File: src/rtl/sfp_accum_dump.sv
// rtl/sfp_accum_dump.sv - integrate-and-dump accumulator for signed fixed-point streams
//
// Sums N consecutive accepted input samples at full precision and presents
// the block sum as one wide sample behind a valid/ready output register.
// Input and output share the fractional width; the output integer width
// carries the log2(N) growth, so the running sum can never overflow.
//
// Parameters:
//   N      samples per dump (N >= 1)
//   iniw   input integer bits (sign bit included), inqw input fraction bits
//   outiw  output integer bits (sign bit included), outqw output fraction bits
//
// Ports:
//   clk        clock, all state on rising edge
//   rst        asynchronous active-high reset
//   in_val     input sample, signed iniw.inqw
//   in_valid   input sample valid
//   in_ready   block can accept an input sample this cycle
//   clear      synchronous discard of the partial sum
//   out_val    dumped sum, signed outiw.outqw
//   out_valid  out_val holds an unconsumed sum
//   out_ready  downstream accepts out_val this cycle
//   count      samples accumulated in the current block (0..N-1)

module sfp_accum_dump #(
  parameter int N     = 8,
  parameter int iniw  = 1,
  parameter int inqw  = 7,
  parameter int outiw = 4,
  parameter int outqw = 7
) (
  input  logic                                 clk,
  input  logic                                 rst,
  input  logic [iniw+inqw-1:0]                 in_val,
  input  logic                                 in_valid,
  output logic                                 in_ready,
  input  logic                                 clear,
  output logic [outiw+outqw-1:0]               out_val,
  output logic                                 out_valid,
  input  logic                                 out_ready,
  output logic [((N > 1) ? $clog2(N) : 1)-1:0] count
);

  localparam int inw  = iniw + inqw;
  localparam int outw = outiw + outqw;
  localparam int cw   = (N > 1) ? $clog2(N) : 1;
  localparam logic [cw-1:0] last = cw'(N - 1);

  if (N < 1) begin : g_bad_n
    $error("sfp_accum_dump: N must be at least 1");
  end
  if (outqw != inqw) begin : g_bad_qw
    $error("sfp_accum_dump: outqw must equal inqw");
  end
  if (outiw < iniw + $clog2(N)) begin : g_bad_iw
    $error("sfp_accum_dump: outiw too small to hold the sum of N samples");
  end

  logic signed [outw-1:0] acc;
  logic signed [inw-1:0]  in_s;
  logic signed [outw-1:0] in_ext;
  logic                   accept;
  logic                   dump;
  logic                   at_last;

  assign in_s    = in_val;
  assign in_ext  = outw'(in_s);
  assign at_last = (count == last);

  // Only the block-completing sample needs a free output slot; earlier
  // samples just grow acc and are never stalled by a held output.
  assign in_ready = !rst && !clear && (!at_last || !out_valid || out_ready);
  assign accept   = in_valid && in_ready;
  assign dump     = accept && at_last;

  always_ff @(posedge clk or posedge rst) begin
    if (rst) begin
      acc       <= '0;
      count     <= '0;
      out_val   <= '0;
      out_valid <= 1'b0;
    end else begin
      if (clear) begin
        acc   <= '0;
        count <= '0;
      end else if (accept) begin
        if (at_last) begin
          out_val <= acc + in_ext;
          acc     <= '0;
          count   <= '0;
        end else begin
          acc   <= acc + in_ext;
          count <= count + cw'(1);
        end
      end

      // A dump in the consuming cycle reloads the register without a bubble.
      if (dump) begin
        out_valid <= 1'b1;
      end else if (out_valid && out_ready) begin
        out_valid <= 1'b0;
      end
    end
  end

endmodule

File: config.mk
export PLATFORM = sky130hd
export DESIGN_NAME = sfp_accum_dump
export DESIGN_NICKNAME = d
export VERILOG_FILES = /design/src/rtl/sfp_accum_dump.sv
export SDC_FILE = /design/constraint.sdc
export NUM_CORES = 1
export LEC_CHECK = 0
export ABC_AREA = 0
export CORE_MARGIN = 2
export CORE_UTILIZATION = 56
export CTS_CLUSTER_SIZE = 40
export DETAILED_ROUTE_END_ITERATION = 10
export HOLD_SLACK_MARGIN = 0.12
export PLACE_DENSITY = 0.92
export REMOVE_ABC_BUFFERS = 1
export SETUP_SLACK_MARGIN = 0.02
export SYNTH_ARGS = -nofsm -noshare
export SYNTH_HDL_FRONTEND = slang
export SYNTH_SLANG_ARGS = --single-unit
File: constraint.sdc
create_clock -name clk -period 4.6 [get_ports clk]
set_input_delay 0.92 -clock clk [delete_from_list [all_inputs] [get_ports clk]]
set_output_delay 0.92 -clock clk [all_outputs]
set_load 0.01 [all_outputs]
-- Word level (Yosys, flattened, before mapping)
Index checks and enable logic that the tools add are counted.
- add/sub/neg operators: 2
- multiply operators: 0
- div/mod/pow operators: 0
- order comparisons: 0
- equal/unequal tests: 1
- shift-type cells: 0
- multiplexer cells: 8
- bitwise gates (word level): 1
- reduce and logical (&&, ||, !) cells: 14
- operator list (kind ; count):
    11-bit two-way mux ; 3
    11-bit by 8-bit adder with 11-bit output ; 1
    3-bit two-way mux ; 3
    1-bit logical AND ; 5
    1-bit logical NOT ; 4
    2-bit nonzero test ; 2
    3-bit by 1-bit adder with 3-bit output, second input constant ; 1
    3-bit == test, second input constant ; 1
    3-bit AND reduction ; 1
    1-bit logical OR ; 2
    1-bit two-way mux ; 2
    1-bit inverter ; 1
- register bits after elaboration: 26
- latch bits: 0
- RAM bits: 0
- ROM bits: 0
- output and inout bits: 16
- word-level logic and storage cells: 30
- memories: 0

-- Depth between registers and ports, before layout
- word-level depth: 8
- depth in mapped cells: 8

-- Worst setup path after synthesis
No wires, ideal clock.
- kind: input to register
- from: input in_val[0]
- to: register out_val[10]
- setup time: 95 ps
- arrival time: 2449 ps
- slack: 2055 ps
- stages on the path: 7
- path buffers: 0
- path through: ha_1 fa_1 a21o_1 and4_1 nor4_2 nor4_1 o31ai_1
- cells in the longest elaborated chain, start to end: 1
- ends and longest elaborated chain (element ; line ; source):
    start, declared ; 34 ; input logic [iniw+inqw-1:0] in_val,
    11-bit by 8-bit adder with 11-bit output ; 88 ; out_val <= acc + in_ext;
    end signal, assigned ; 88 ;
    end, declared ; 38 ; output logic [outiw+outqw-1:0] out_val,
No other way between the ends.
A chain may end at the register's enable or synchronous reset.

-- Worst setup path in the final report
- from: input clear
- to: output in_ready
- cells in the longest elaborated chain, start to end: 3
- ends and longest elaborated chain (element ; line ; source):
    start, declared ; 37 ; input logic clear,
    1-bit logical NOT ; 72 ; assign in_ready = !rst && !clear && (!at_last || !out_valid || out_ready);
    1-bit logical AND (2 in a row) ; 72 ;
    end, declared ; 36 ; output logic in_ready,
No other way between the ends.

==> reports/qor.txt <==
largest net degree at the start of global routing -> 27
top_reg_cell synth -> dfrtp_1
Worst setup EP type -> output port
Relative slew margins -> 21.9%
ranking of synthesized cells by area -> dfrtp_1, ha_1, a22o_1, a21o_1, a21oi_1
initial antenna violation count -> 0
hpwl dp -> 2570 microns
family with the most delay on the worst path -> buffers and inverters
Clock Latency Late Sink -> 0.31 ns
DR iter-0 viols -> 41
clock sink total -> 26
unrepaired setup endpoints after global routing -> false
FMAX -> 0.306 GHz
I/O pin count -> 29
core area -> 2710 sq um
Root Driver -> clkbuf_4
share of layout cells above drive strength 1 -> 6.67%
Setup-failing EPs final -> 0
Yosys cell types -> 41
# Max-Cap Violations -> 0
Post-synth EDFFs -> 0
post-CTS setup buffers -> 0
H-tree depth -> 1
commonest cells in the netlist -> dfrtp_1, ha_1, nor2_1, nand2_1, a21oi_1
GRT Residual Overflow -> 0
most frequent cell after synthesis -> dfrtp_1
CP bufs+invs -> 2
IO buf count -> 28
post-cts gate resize count -> 0
routability cong. -> 0.849
DIE AREA -> 3250 sq um
Synth Area per Inst -> 10.5 sq um
Area growth syn-to-layout -> 21.7%
Syn Inst Count -> 150
Setup TNS Final -> 0 ns
first-pass GRT wire length -> 5800 microns
Core Util, Final -> 70.7%
#FFs+latches synth -> 26
total wire length -> 3390 microns
largest family of logic cells by synthesized area -> compound AO/OA/AOI/OAI gates
initial core utilization -> 58.1%
area leader, netlist -> dfrtp_1
Req. time, crit path -> 3.68 ns
Worst R2R Path Depth -> 5
min-delay src -> acc[8]$_DFFE_PP0P_
Synth Area in Simple Gates -> 15.7%
vias in the first global route -> 1290
Tightest Pin Transition -> 1.17 ns
hold path cells -> 2
CTS tree -> done
n_diodes -> 0
most used cell, CP -> clkdlybuf4s50_1
CTS Buf Count -> 3
pwr dens -> 247 nW/um^2
P_leak -> 0.920 nW
crit path cell chain -> clkdlybuf4s50_1 > nor2_1 > and2_1 > clkdlybuf4s50_1
DR pass1 iterations -> 4
cts hold-fix bufs -> 0
R2R setup slack -> 2.10 ns
clock skew -> 0.00612 ns
fin nets -> 208
multiplexer area fraction after synthesis -> 7.63%
Final Critical Period -> 3.27 ns
Slew Viols, Final -> 0
WHS Endpoint -> acc[8]$_DFFE_PP0P_
register area share after synthesis -> 41.3%
Tot GR Track Use -> 22.4%
routed via count -> 1293
row cnt -> 19
Vias/cell -> 6.13
Worst-path clk slew -> 0.14 ns
Post-DP Area -> 1890 sq um
FF-to-FF End -> out_val[3]$_DFFE_PP0P_
Ys Warns -> 0
die width -> 57.0 microns
final worst-path cycle share -> 71.1%
reg2reg start -> count[0]$_DFFE_PP0P_
min-delay worst type -> reg -> reg
Max clock buf depth -> 2
status -> completed
Filler Cells Inserted -> 213
slowest cell on the critical path -> clkdlybuf4s50_1
Routed wire per std cell -> 16.1 microns
post-route ant nets -> 0
Synth top area share -> 41.3%
Adder-Cell Fraction of Synth Area -> 10.8%
crit path kind -> in -> out
critical path arrival -> 2.35 ns
Max VDD drop -> 200 uV
post-synthesis instance area -> 1580 sq um
ys async rst share -> 100%
Synth Area in Compound Gates -> 20.3%
area share of xor/xnor cells in the synthesized design -> 2.78%
Residual DRC -> 0
CP Launch Type -> primary input
final instance area -> 1920 sq um
Critical Path Fanout Max -> 5
final hold viol count -> 0
Die H -> 57.0 microns
CP peak stage delay -> 0.54 ns
==> stage by stage <==
stage               instances  power, mW  setup WS, ns  hold slack (ns)
CTS                       211      0.476          1.36            0.511
finish                    211      0.473          1.33            0.506
detailed placement        208      0.380          1.36            0.478
global placement          208      0.372          1.41            0.463
global route              211      0.499          1.29            0.526
floorplan                 148      0.342          2.05            0.453
==> cells in the final DEF (no fill, tap or decap), types with 2 or more instances in the layout <==
cell type | Yosys | layout
clkdlybuf4s50_1 | 0 | 28
dfrtp_1 | 26 | 26
nor2_1 | 12 | 12
ha_1 | 12 | 12
nand2_1 | 10 | 10
a21oi_1 | 9 | 9
a21o_1 | 7 | 7
a22o_1 | 7 | 7
o31ai_1 | 6 | 6
inv_1 | 4 | 4
mux2_1 | 4 | 4
o21ai_1 | 4 | 4
mux2_2 | 4 | 4
nand2b_1 | 3 | 3
nand3b_1 | 3 | 3
xnor2_1 | 3 | 3
o21a_1 | 3 | 3
mux2i_1 | 3 | 3
clkbuf_4 | 0 | 3
nand3_1 | 2 | 2
and2_1 | 2 | 2
nand4_1 | 2 | 2
xor2_1 | 2 | 2
nor3_1 | 2 | 2
==> worst register-to-register path, delay by kind of cell, from the launching register on <==
kind | cells | cell delay (ns)
flops | 1 | 0.44
mux | 1 | 0.61
fa+ha+maj | 2 | 0.47
simple gates | 2 | 0.88
==> routing by layer <==
| metal | part of all wire, % | track usage [%] |
|---|---|---|
| met5 | 0 | 0 |
| met4 | 2.1 | 6.98 |
| met3 | 3.2 | 2.49 |
| met2 | 52 | 38.9 |
| met1 | 43 | 29.5 |
==> layout make-up <==
cell class              instances  area (sq um)  area share, %
clock buffers                   3          22.5           1.17
inverters                       4          15.0          0.783
multi-input cells             118           902           47.1
flip-flops and latches         26           651           33.9
well taps                      31          38.8           2.02
repair buffers                 29           288           15.0
==> flip-flops by register name (all words and copies together), names as in the netlist <==
register / cells
count: 3
out_val: 11
out_valid: 1
acc: 11
==> worst max-delay path by stage <==
stage	startpoint	end	cells past startpoint
global route	clear	in_ready	4
floorplan	in_val[0]	out_val[10]$_DFFE_PP0P_	7
detailed placement	clear	in_ready	4
global placement	clear	in_ready	4
finish	clear	in_ready	4
CTS	clear	in_ready	4
==> logic make-up (layout without fill, tap and decap cells) <==
logic type / Yosys count / in the layout
AND/OR/NAND/NOR: 45 / 45
AO/OA/AOI/OAI: 44 / 44
flip-flops: 26 / 26
adder cells (fa/ha/maj): 13 / 13
multiplexers: 11 / 11
buffers and inverters: 6 / 36
XOR/XNOR: 5 / 5
==> power breakdown <==
group / switching (mW) / internal [mW] / leakage, nW
clock: 0.0659 / 0.0306 / 0.0138
combinational: 0.0681 / 0.0602 / 0.549
sequential: 0.00848 / 0.240 / 0.357
(Power assumes the default switching activity.)
